===== src/rtl/pll_sup_pkg.sv =====
// Shared types and sizing helpers for the PLL lock supervisor.
// The state encoding is visible on the debug port, so it is fixed here.
package pll_sup_pkg;

  typedef enum logic [1:0] {
    WAIT_LOCK = 2'd0,
    STABLE    = 2'd1,
    RUN       = 2'd2,
    PLL_RST   = 2'd3
  } state_e;

  function automatic int cnt_width(
    input int a,
    input int b,
    input int c
  );
    int m;
    m = a;
    if (b > m) m = b;
    if (c > m) m = c;
    return (m < 2) ? 1 : $clog2(m);
  endfunction

endpackage


===== src/rtl/sync_2ff.sv =====
// One-bit two-flop synchronizer.
// Synchronous active-low reset clears both flops to 0.
module sync_2ff (
  input  logic clock,
  input  logic reset_n,
  input  logic d,
  output logic q
);

  logic meta;

  always_ff @(posedge clock) begin
    if (!reset_n) begin
      meta <= 1'b0;
      q    <= 1'b0;
    end else begin
      meta <= d;
      q    <= meta;
    end
  end

endmodule


===== src/rtl/pll_lock_supervisor.sv =====
// Qualifies PLL lock into a debounced system reset.
// Requests a PLL reset on lock timeout and tracks lock-loss diagnostics.
module pll_lock_supervisor
  import pll_sup_pkg::*;
#(
  parameter int LOCK_CYCLES    = 4096,
  parameter int TIMEOUT_CYCLES = 1000000,
  parameter int PLL_RST_CYCLES = 16,
  parameter int LOSS_W         = 8
) (
  input  logic              clock,
  input  logic              reset_n,
  input  logic              lock,
  output logic              pll_rst,
  output logic              sys_rst_n,
  output logic              locked_o,
  output logic              timeout,
  output logic [LOSS_W-1:0] loss_count,
  output logic [1:0]        state_o
);

  localparam int CW = cnt_width(
    LOCK_CYCLES, TIMEOUT_CYCLES, PLL_RST_CYCLES);

  localparam logic [CW-1:0] LOCK_TC = CW'(LOCK_CYCLES - 1);
  localparam logic [CW-1:0] TO_TC   = CW'(TIMEOUT_CYCLES - 1);
  localparam logic [CW-1:0] PR_TC   = CW'(PLL_RST_CYCLES - 1);

  logic              lock_s;
  state_e            state;
  state_e            state_nxt;
  logic [CW-1:0]     cnt;
  logic [CW-1:0]     cnt_nxt;
  logic              timeout_nxt;
  logic [LOSS_W-1:0] loss_nxt;

  sync_2ff u_sync (
    .clock   (clock),
    .reset_n (reset_n),
    .d       (lock),
    .q       (lock_s)
  );

  always_comb begin
    state_nxt   = state;
    cnt_nxt     = cnt;
    timeout_nxt = timeout;
    loss_nxt    = loss_count;
    unique case (state)
      WAIT_LOCK: begin
        if (lock_s) begin
          state_nxt = STABLE;
          cnt_nxt   = '0;
        end else if (cnt == TO_TC) begin
          state_nxt   = PLL_RST;
          cnt_nxt     = '0;
          timeout_nxt = 1'b1;
        end else begin
          cnt_nxt = cnt + CW'(1);
        end
      end
      STABLE: begin
        if (!lock_s) begin
          state_nxt = WAIT_LOCK;
          cnt_nxt   = '0;
        end else if (cnt == LOCK_TC) begin
          state_nxt = RUN;
        end else begin
          cnt_nxt = cnt + CW'(1);
        end
      end
      RUN: begin
        if (!lock_s) begin
          state_nxt = WAIT_LOCK;
          cnt_nxt   = '0;
          if (loss_count != '1)
            loss_nxt = loss_count + LOSS_W'(1);
        end
      end
      PLL_RST: begin
        // lock_s is deliberately ignored while the PLL is held in reset
        if (cnt == PR_TC) begin
          state_nxt = WAIT_LOCK;
          cnt_nxt   = '0;
        end else begin
          cnt_nxt = cnt + CW'(1);
        end
      end
      default: begin
        state_nxt = WAIT_LOCK;
        cnt_nxt   = '0;
      end
    endcase
  end

  always_ff @(posedge clock) begin
    if (!reset_n) begin
      state      <= WAIT_LOCK;
      cnt        <= '0;
      sys_rst_n  <= 1'b0;
      pll_rst    <= 1'b0;
      timeout    <= 1'b0;
      loss_count <= '0;
    end else begin
      state      <= state_nxt;
      cnt        <= cnt_nxt;
      sys_rst_n  <= (state_nxt == RUN);
      pll_rst    <= (state_nxt == PLL_RST);
      timeout    <= timeout_nxt;
      loss_count <= loss_nxt;
    end
  end

  assign locked_o = lock_s;
  assign state_o  = state;

endmodule


===== config.mk =====
export PLATFORM = sky130hd
export DESIGN_NAME = pll_lock_supervisor
export DESIGN_NICKNAME = d
export VERILOG_FILES = /design/src/rtl/pll_sup_pkg.sv /design/src/rtl/sync_2ff.sv /design/src/rtl/pll_lock_supervisor.sv
export SDC_FILE = /design/constraint.sdc
export NUM_CORES = 1
export LEC_CHECK = 0
export BUFFER_PORTS_ARGS = -buffer_cell sky130_fd_sc_hd__buf_2
export CORE_UTILIZATION = 40
export CTS_BUF_LIST = sky130_fd_sc_hd__clkbuf_8
export CTS_CLUSTER_DIAMETER = 150
export DETAILED_ROUTE_END_ITERATION = 7
export GPL_TIMING_DRIVEN = 1
export SYNTH_ARGS = -nofsm -noshare
export SYNTH_HDL_FRONTEND = slang
export SYNTH_SLANG_ARGS = --single-unit

===== constraint.sdc =====
create_clock -name clock -period 5.46 [get_ports clock]
set_clock_uncertainty 0.05 [all_clocks]
set_input_delay 0.273 -clock clock [delete_from_list [all_inputs] [get_ports clock]]
set_output_delay 0.273 -clock clock [all_outputs]
set_load 0.01 [all_outputs]

==> results by group <==
Critical path
  – CP max stage cell: or4b_1
  – Critical Path End Type: flip-flop
  – Crit Path Max Fanout: 4
  – Required time of the critical path: approximately 5.7 ns
  – CP Buf/Inv Count: 0
  – Critical Path AT: between 2 and 2.5 ns
  – WS Path Type: flip-flop to flip-flop
  – Max incr delay on CP: 0.45 ns
  – CP Cell Sequence: ha_1, or4b_1, nor4_2, or3b_1, a211oi_2, nand2b_1
  – CP delay by family, top: simple AND/OR/NAND/NOR gates
  – Startpoint types: flip-flop

Timing
  – Fin. Hold Viols: 0
  – Final min period: between 2 and 2.5 ns
  – RSZ-0062 raised after global routing: false
  – Final setup vio count: 0
  – Final setup TNS: 0 ns
  – Max-slew headroom: just under 70%
  – Pins Over Slew Limit: 0
  – Worst slew pin tran: roughly 0.47 ns
  – Final period util: between 40% and 50%
  – Fmax: about 440 MHz

Placement
  – Hpwl dp: 2.53 mm
  – GP Congestion: a little under 0.8
  – Cells after DPL: 259
  – I/O Buffers: 16

Detailed routing
  – DR DRC count: 0
  – Routed wire per std cell: around 13 um
  – Via Count: roughly 1500
  – First-pass DRT Iterations: 4
  – Final WL: ~3.6 mm
  – Vias per cell: between 5 and 6
  – Antenna-violating nets left: 0
  – DR iter-0 viols: 68

Final layout
  – Layout fillers: 413
  – Share of layout cells above drive strength 1: about 18%
  – ANT cells: 0
  – Layout area overhead: 12.8%
  – Fin nets: approximately 220
  – Final Non-Filler Cells: 267

CTS
  – Clock Pin Slew Worst Setup and Hold Paths: about 0.07 ns
  – Hold buffer count at cts: 0
  – CTS root buffer: clkbuf_8
  – CTS H-tree lvls: 2
  – CTS buffer count: 5
  – CTS tree: built
  – Setup Buffers After CTS: 0
  – Post_cts resized: 0
  – Latest clock arrival within the worst-skew pair: approximately 0.30 ns
  – Max Root-Sink Buffers: 2
  – Clk sinks: 35

Floorplanning
  – Core Rows: 23
  – Core Area: around 0.0041 mm^2
  – Initial Util: a little over two fifths
  – Top Ports: 17
  – DIE WIDTH: 68.9 um
  – Die area: ~0.0047 mm^2
  – Die Y: about 69 um

Global route
  – Gr usage total: 19.0%
  – First-pass GRT wire length: 6.48 mm
  – Largest net degree at the start of global routing: 21
  – Vias in the first global route: ~1400
  – Overflow after GRT: 0
  – Initial antenna violation count: 0

Yosys
  – Post-synthesis adder-cell area fraction: between 1 and 1.5%
  – Netlist cell types: 51
  – Commonest register cell after synthesis: dfxtp_1
  – Post-synth top area share: 39.1%
  – Simple-gate share of the synthesized area: ~33%
  – Post-synth top cells: dfxtp_1, nor2_1, xnor2_1, and2_1, nand2_1
  – Yosys reg bits: 35
  – Area contributors post-synth: dfxtp_1, xnor2_1, and2_1
  – Yosys warnings: 0
  – Syn nets: about 200
  – XOR/XNOR share of the synthesized area: around 11%
  – Largest family of logic cells by synthesized area: simple AND/OR/NAND/NOR gates
  – Synthesized netlist cell count: a little under 200
  – Most area-hungry cell type in the Yosys netlist: dfxtp_1
  – Synth Area in Compound Gates: 11.6%
  – EDFF count, synth: 0
  – Syn_area_per_cell: approximately 9 um^2
  – Async set-reset flop share out of synthesis: 0%
  – Most frequent cell after synthesis: dfxtp_1
  – Mux share of post-synthesis cell area: under 10%
  – Sequential area share after synthesis: between 30 and 40%
  – Synth Cell Area: 0.00179 mm^2

Power
  – P_leak: roughly 0.00075 uW
  – Worst vdd ir: about 0.18 mV
  – Pwr Density: between 200 and 300 mW/mm^2

Min path
  – Worst hold-check path type: primary input to flip-flop

Outcome
  – Run status: finished clean

Flow run
  – Max_cap viols: 0
## worst register-to-register path, delay by kind of cell, from the launching register on
| family | cells | cell delay, ns |
|---|---|---|
| DFF | 1 | 0.38 |
| AOI/OAI and AO/OA | 1 | 0.25 |
| and+or+nand+nor | 4 | 1.33 |
| adders and majority gates | 1 | 0.21 |
## path summary, 6_finish.rpt
| check | from | endpoint | slack [ns] | cells after the start |
|---|---|---|---|---|
| worst max-delay path | cnt[0] | state_o[1] | 3.19 | 6 |
| worst min-delay path | lock | u_sync.meta | 0.13 | 2 |
| worst max register to register | cnt[0] | state_o[1] | 3.19 | 6 |
| worst min register to register | u_sync.meta | u_sync.q | 0.39 | 1 |
## placed cells by master, fill, tap and decap left out, drive strengths merged, types with 2 or more instances in the layout
cell type and n:
or4b 2, buf 17, o21ai 7, clkinv 2, inv 4, nand4 8
or4 2, nand3b 4, nor2 17, xnor2 16, or3 6, nor2b 4
o2111ai 2, mux2i 2, and2 12, nand2b 2, nand3 7, nor4b 3
nand2 11, ha 2, xor2 6, nor3 7, a21oi 3, o211ai 3
nor4 3, or3b 2, dfxtp 35, a41oi 2, and4 3, o21a 2
a31oi 2, and3 4, clkbuf 5
## flip-flops by register name (all words and copies together), names as in the netlist
| signal | flops |
|---|---|
| cnt | 20 |
| loss_count | 8 |
| pll_rst | 1 |
| state_o | 2 |
| sys_rst_n | 1 |
| timeout | 1 |
| u_sync.meta | 1 |
| u_sync.q | 1 |
## routing by layer
metal / global-route usage (%) / vias to the layer above / part of all wire (%)
met5: 0 / - / 0
met4: 7.65 / 0 / 1.8
met3: 6.91 / 8 / 4.5
met2: 29.6 / 23 / 45
met1: 23.5 / 693 / 48
li1: - / 748 / -
## final cells by class
cell class | count | area [um^2] | share of cell area, %
clock buffer | 5 | 68.8 | 3.41
sequential | 35 | 701 | 34.7
timing repair buffer | 17 | 87.6 | 4.34
clock inverter | 3 | 43.8 | 2.17
multi-input combinational | 153 | 1040 | 51.5
inverter | 4 | 15.0 | 0.743
tap | 50 | 62.6 | 3.10
## stage by stage
stage | area, um^2 | setup WS (ns) | hold slack, ns | power, uW | util (%)
finish | 2020 | 3.19 | 0.127 | 508 | 48.7
global route | 2020 | 2.99 | 0.113 | 534 | 48.7
CTS | 2020 | 3.18 | 0.119 | 517 | 48.7
detailed placement | 1910 | 3.20 | 0.375 | 282 | 46.0
global placement | 1910 | 3.23 | 0.364 | 282 | 46.0
floorplan | 1790 | 3.36 | 0.345 | 277 | -
## power breakdown
part / switching [uW] / leakage, uW / internal [uW]
clock: 96.5 / 0.0000581 / 136
combinational: 8.45 / 0.000411 / 6.27
sequential: 2.79 / 0.000283 / 258
## cell families after synthesis
family                     after synthesis
AOI/OAI and AO/OA                       27
xor gates and xnor gates                22
adders and majority gates                2
buffers and inverters                   11
DFF                                     35
muxes                                    2
and+or+nand+nor                        100
Power figures use the tool's default switching activity.
